$ cat src/rtl/alu_issue_ctrl.sv
// Multi-cycle issue controller: a latched instruction walks RD -> EX -> (MEM) -> WB,
// sequencing register-file reads, one ALU operation, an optional memory access and the PC.
module alu_issue_ctrl #(
  parameter int BIT_WIDTH = 32
) (
  input  logic                 clk,
  input  logic                 reset,
  input  logic                 instr_valid,
  input  logic [31:0]          instr_word,
  output logic                 instr_ready,
  output logic [3:0]           rf_raddr1,
  output logic [3:0]           rf_raddr2,
  input  logic [BIT_WIDTH-1:0] rf_rdata1,
  input  logic [BIT_WIDTH-1:0] rf_rdata2,
  output logic                 rf_we,
  output logic [3:0]           rf_waddr,
  output logic [BIT_WIDTH-1:0] rf_wdata,
  output logic [4:0]           alu_func,
  output logic [BIT_WIDTH-1:0] alu_a,
  output logic [BIT_WIDTH-1:0] alu_b,
  input  logic [BIT_WIDTH-1:0] alu_result,
  input  logic                 alu_comp_true,
  output logic                 mem_req,
  output logic                 mem_we,
  output logic [BIT_WIDTH-1:0] mem_addr,
  output logic [BIT_WIDTH-1:0] mem_wdata,
  input  logic [BIT_WIDTH-1:0] mem_rdata,
  input  logic                 mem_ack,
  output logic [BIT_WIDTH-1:0] pc,
  output logic                 illegal
);

  localparam logic [3:0] OpAluR = 4'h0, OpAluI = 4'h8, OpCmpR = 4'h2, OpCmpI = 4'hA;
  localparam logic [3:0] OpBr   = 4'h6, OpLd   = 4'h7, OpSt   = 4'h5, OpJal  = 4'hB;

  typedef enum logic [2:0] {IDLE, RD, EX, MEM, WB} stateT;

  stateT                state;
  logic [31:0]          instr;
  logic [BIT_WIDTH-1:0] rs2Data, aluRes;
  logic                 compTrue;

  logic [3:0]           opc;
  logic [BIT_WIDTH-1:0] immExt, pcPlus4, exB;
  logic [4:0]           exFunc;
  logic                 isMemOp, writesRf;

  assign opc       = instr[3:0];
  assign immExt    = {{(BIT_WIDTH-16){instr[31]}}, instr[31:16]};
  assign pcPlus4   = pc + BIT_WIDTH'(4);
  assign rf_raddr1 = instr[15:12];
  assign rf_raddr2 = instr[19:16];
  assign instr_ready = (state == IDLE) && !reset;
  assign isMemOp   = (opc == OpLd) || (opc == OpSt);
  assign writesRf  = (opc == OpAluR) || (opc == OpAluI) || (opc == OpCmpR) ||
                     (opc == OpCmpI) || (opc == OpLd)   || (opc == OpJal);

  function automatic logic isLegal(input logic [3:0] op);
    return (op == OpAluR) || (op == OpAluI) || (op == OpCmpR) || (op == OpCmpI) ||
           (op == OpBr)   || (op == OpLd)   || (op == OpSt)   || (op == OpJal);
  endfunction

  // Operand/function selection is evaluated during RD and registered into EX.
  always_comb begin
    exFunc = 5'b00000;
    exB    = immExt;
    case (opc)
      OpAluR:         begin exFunc = {1'b0, instr[7:4]}; exB = rf_rdata2; end
      OpAluI:         exFunc = {1'b0, instr[7:4]};
      OpCmpR, OpBr:   begin exFunc = {1'b1, instr[7:4]}; exB = rf_rdata2; end
      OpCmpI:         exFunc = {1'b1, instr[7:4]};
      OpJal:          exB = immExt << 2;
      default:        ;
    endcase
  end

  always_ff @(posedge clk or posedge reset) begin
    if (reset) begin
      state     <= IDLE;
      instr     <= '0;
      pc        <= '0;
      rs2Data   <= '0;
      aluRes    <= '0;
      compTrue  <= 1'b0;
      rf_we     <= 1'b0;
      rf_waddr  <= '0;
      rf_wdata  <= '0;
      alu_func  <= '0;
      alu_a     <= '0;
      alu_b     <= '0;
      mem_req   <= 1'b0;
      mem_we    <= 1'b0;
      mem_addr  <= '0;
      mem_wdata <= '0;
      illegal   <= 1'b0;
    end else begin
      case (state)
        IDLE: if (instr_valid) begin
          instr   <= instr_word;
          illegal <= !isLegal(instr_word[3:0]);
          state   <= RD;
        end
        RD: begin
          rs2Data <= rf_rdata2;
          if (illegal) begin
            illegal <= 1'b0;
            pc      <= pcPlus4;
            state   <= IDLE;
          end else begin
            alu_func <= exFunc;
            alu_a    <= rf_rdata1;
            alu_b    <= exB;
            state    <= EX;
          end
        end
        EX: begin
          aluRes   <= alu_result;
          compTrue <= alu_comp_true;
          alu_func <= '0;
          alu_a    <= '0;
          alu_b    <= '0;
          if (isMemOp) begin
            mem_req   <= 1'b1;
            mem_we    <= (opc == OpSt);
            mem_addr  <= alu_result;
            mem_wdata <= rs2Data;
            state     <= MEM;
          end else begin
            rf_we    <= writesRf;
            rf_waddr <= instr[11:8];
            rf_wdata <= (opc == OpJal) ? pcPlus4 : alu_result;
            state    <= WB;
          end
        end
        MEM: if (mem_ack) begin
          mem_req  <= 1'b0;
          mem_we   <= 1'b0;
          rf_we    <= (opc == OpLd);
          rf_waddr <= instr[11:8];
          rf_wdata <= mem_rdata;
          state    <= WB;
        end
        WB: begin
          rf_we <= 1'b0;
          if (opc == OpJal)
            pc <= aluRes;
          else if (opc == OpBr && compTrue)
            pc <= pcPlus4 + (immExt << 2);
          else
            pc <= pcPlus4;
          state <= IDLE;
        end
        default: state <= IDLE;
      endcase
    end
  end

endmodule
$ cat config.mk
export PLATFORM = sky130hd
export DESIGN_NAME = alu_issue_ctrl
export DESIGN_NICKNAME = d
export VERILOG_FILES = /design/src/rtl/alu_issue_ctrl.sv
export SDC_FILE = /design/constraint.sdc
export NUM_CORES = 1
export LEC_CHECK = 0
export ABC_AREA = 1
export BUFFER_PORTS_ARGS = -buffer_cell sky130_fd_sc_hd__buf_2
export CAP_MARGIN = 20
export CORE_MARGIN = 2
export CORE_UTILIZATION = 50
export DETAILED_ROUTE_END_ITERATION = 12
export HOLD_SLACK_MARGIN = 0.12
export PLACE_DENSITY = 0.87
export SETUP_SLACK_MARGIN = 0.02
export SYNTH_ARGS = -nofsm -noshare
export SYNTH_HDL_FRONTEND = slang
export SYNTH_SLANG_ARGS = --single-unit
$ cat constraint.sdc
create_clock -name clk -period 8.9 [get_ports clk]
set_input_delay 0.89 -clock clk [delete_from_list [all_inputs] [get_ports clk]]
set_output_delay 0.89 -clock clk [all_outputs]
set_load 0.01 [all_outputs]
==> results.md <==
* Syn_nets at 2378
* EDFF count, synth at 0
* Area grow syn2layout at 20.0%
* Hold_buf cts at 0
* Cell variety after synth at 51
* CP most frequent cell: inv_2
* Worst Min Path Start: mem_wdata[1]$_DFFE_PP0P_
* DR vias at 16600
* Hold Fails Final Rpt at 0
* Required time of the critical path at 9.38 ns
* Post-CTS Setup Inserts at 0
* CTS Buf Count at 34
* Yosys warning count at 0
* Clock power share at 0.178
* Worst Setup Start Kind: flip-flop
* Global-route wire length before repair at 88.3 mm
* Starting DRT DRC Count at 1667
* Total power at 0.00821 W
* Ranking of synthesized cells by area: dfrtp_1, nand2_1, o21ai_0
* DRT Pass-1 Iters at 5
* Cells along the critical path: inv_1 -> nor2_1 -> nand2_1 -> inv_2 -> nand2_1 -> buf_4 -> inv_2 -> nor2_4 -> inv_2 -> o22ai_1 -> nor2_1 -> o21ai_0 -> inv_1
* Port bufs at 378
* Post-DP HPWL at 42.8 mm
* Die Ht at 185 µm
* GRT Util Overall at 0.335
* Final setup viols at 0
* Via density at 5.58
* Drt drc at 0
* DIE AREA at 34300 µm²
* Clk Latency, worst-skew pair at 0.53 ns
* Commonest non-fill, non-tap cells in the layout: nand2_1, buf_2, dfrtp_1
* IO Pins at 379
* Pleak at 10.7 nW
* Gpl congestion at 0.971
* Die width at 185 µm
* Largest net degree at the start of global routing at 109
* Switching power at 0.00393 W
* Fin crit period at 3.70 ns
* Switching share of power at 0.479
* Asr flop ratio synth at 1.00
* Max Slew Vio Count at 0
* Setup TNS Final at 0 ns
* RSZ-0062 raised after global routing: false
* Buf/Inv on CP at 6
* Hold Crit Class: reg -> reg
* Starting Density at 0.506
* Max incr delay on CP at around 0.84 ns
* Reg2Reg Launch Point: state[0]$_DFFE_PP0P_
* Peak VDD IR at ~0.20 mV
* CP max stage cell: inv_2
* Worst Tran Pin Value at 1.09 ns
* Crit Path Category: reg -> reg
* FMAX at 0.270 GHz
* Endpoint, Worst Hold: mem_wdata[1]$_DFFE_PP0P_
* Clock sinks at 305
* Post-synthesis sequential area ratio at 0.466
* Reg2reg end: pc[18]$_DFFE_PP0P_
* Synth top area share at 0.466
* Core area at 32400 µm²
* Worst setup EP type: flip-flop
* Critical path's top delay family: buffers and inverters
* Ratio of final minimum period to clock period at 0.416
* Cell Pwr Density at about 420 nW/µm²
* Bufs on Longest Clock Path at 3
* Worst slew margin at 0.272
* CTS tree: built
* Post-synth top flop: dfrtp_1
* Flops & latches, synth at 305
* H-tree levels at 2
* Worst path arrival time at 4.18 ns
* Post-Synthesis Cells at between 2000 and 2500
* Worst Hold Path Cells at 2
* Placement row count at 66
* GR Overflow Total at 0
* Worst Reg-to-Reg Cells at 13
* Most common cell after layout, fill and taps aside: nand2_1
* Vias in the first global route at 15400
* Avg Cell Area, Syn at 7.54 µm²
* WL per Instance at 19.5 µm
* Leading area contributor after synthesis: dfrtp_1
* Fin nets at 2701
* Routed WL at 57.9 mm
* Cell area after synthesis at 16400 µm²
* Layout Skew at 0.0281 ns
* Status: completed
* Reg2reg setup slack at between 5 and 6 ns
* Critical path peak fanout at 55
* Max Cap Violations at 0
* CTS clk-pin slew, worst paths at 0.06 ns
* Root buf cell: clkbuf_16
* Flop pwr share at 0.308
* ANT nets after route at 0
* CTS resizes at 0
* Pint at around 0.0043 W
* Fraction of layout cells with a size suffix above 1 at 0.200
* Gate power share at 0.514
* Initial antenna violation count at 10
==> worst max path at each step <==
stage	start	end	slack (ns)	depth (start not counted)
5_1_grt	state[0]$_DFFE_PP0P_	pc[18]$_DFFE_PP0P_	5.02	13
2_1_floorplan	reset	aluRes[0]$_DFFE_PP0P_	3.95	1
4_1_cts	state[0]$_DFFE_PP0P_	pc[18]$_DFFE_PP0P_	5.35	13
3_3_place_gp	state[0]$_DFFE_PP0P_	pc[18]$_DFFE_PP0P_	5.39	13
3_5_place_dp	state[0]$_DFFE_PP0P_	pc[18]$_DFFE_PP0P_	5.37	13
6_report	state[0]$_DFFE_PP0P_	pc[18]$_DFFE_PP0P_	5.20	13
==> layout make-up <==
class / instances / area (µm²)
Antenna cell: 9 / 22.5
Clock buffer: 47 / 940
Clock inverter: 12 / 194
Fill cell: 2865 / 12700
Inverter: 269 / 1020
Multi-Input combinational cell: 1495 / 7270
Sequential cell: 305 / 7630
Tap cell: 442 / 553
Timing Repair Buffer: 393 / 2060
==> tightest hold or removal path, cell delays in order, from the launching register on <==
cell,delay (ns)
dfrtp_1,0.34
nand2_1,0.05
nand2_1,0.04
==> synthesized netlist by cell type, types with 2 or more instances <==
cell and n:
nor2_1 143, or2_2 3, a22o_1 2, a21oi_1 158, nor2_4 7, a21oi_2 2, nor3_1 13, o211ai_1 10
dfrtp_1 305, o21ai_0 207, o22ai_1 11, o21ai_1 39, o21bai_1 7, xor2_1 19, o21ai_2 2, mux2_2 15
nand4_1 9, nor2_2 6, a22oi_1 3, o221ai_1 2, clkbuf_1 43, inv_2 14, ha_1 37, xnor2_1 7
buf_1 12, o31ai_1 2, nand2_2 4, buf_2 34, and2_1 3, nand3_1 147, a31oi_1 3, nand2_1 619
inv_1 255, a21o_1 2, buf_4 14
==> logic make-up (layout without fill, tap and decap cells) <==
family / after synthesis / in the layout / share of synthesized area
other: 0 / 9 / 0
multiplexers: 15 / 15 / 0.0103
XOR/XNOR: 27 / 27 / 0.0149
AO/OA/AOI/OAI: 454 / 454 / 0.146
flip-flops: 305 / 305 / 0.466
AND/OR/NAND/NOR: 961 / 961 / 0.241
adder cells (fa/ha/maj): 38 / 38 / 0.0295
buffers and inverters: 375 / 721 / 0.0924
==> flip-flops by register name, summed over array words and instances, names as in the netlist <==
name and count:
alu_b 32, mem_wdata 32, rf_wdata 32, rs2Data 32
rf_we 1, rf_waddr 4, instr 32, aluRes 32
alu_func 5, pc 32, compTrue 1, mem_we 1
illegal 1, mem_req 1, alu_a 32, mem_addr 32
state 3
==> through the flow <==
step                setup WS [ns]  hold WS (ns)  instances  cell area (µm²)  utilization
CTS                          5.35         0.472       2962            19600        0.606
global route                 5.02         0.499       2971            19700        0.608
floorplan                    3.95         0.443       2175            16400            -
finish                       5.20         0.473       2972            19700        0.608
detailed placement           5.37         0.458       2903            18500        0.571
global placement             5.39         0.453       2901            18500        0.570
==> power by group through the flow <==
stage	registers, W	logic [W]	clock network (W)
after floorplan	0.00257	0.00266	0
after global placement	0.00250	0.00401	0
after detailed placement	0.00252	0.00413	0
after CTS	0.00251	0.00416	0.00146
after global routing	0.00259	0.00472	0.00153
final	0.00253	0.00422	0.00146
==> routing by layer <==
layer | GRT usage | routed length (µm)
met2 | 0.517 | 26000
met1 | 0.466 | 23600
met3 | 0.0667 | 5770
met5 | 0 | 13
met4 | 0.132 | 2480
Power figures use the tool's default switching activity.
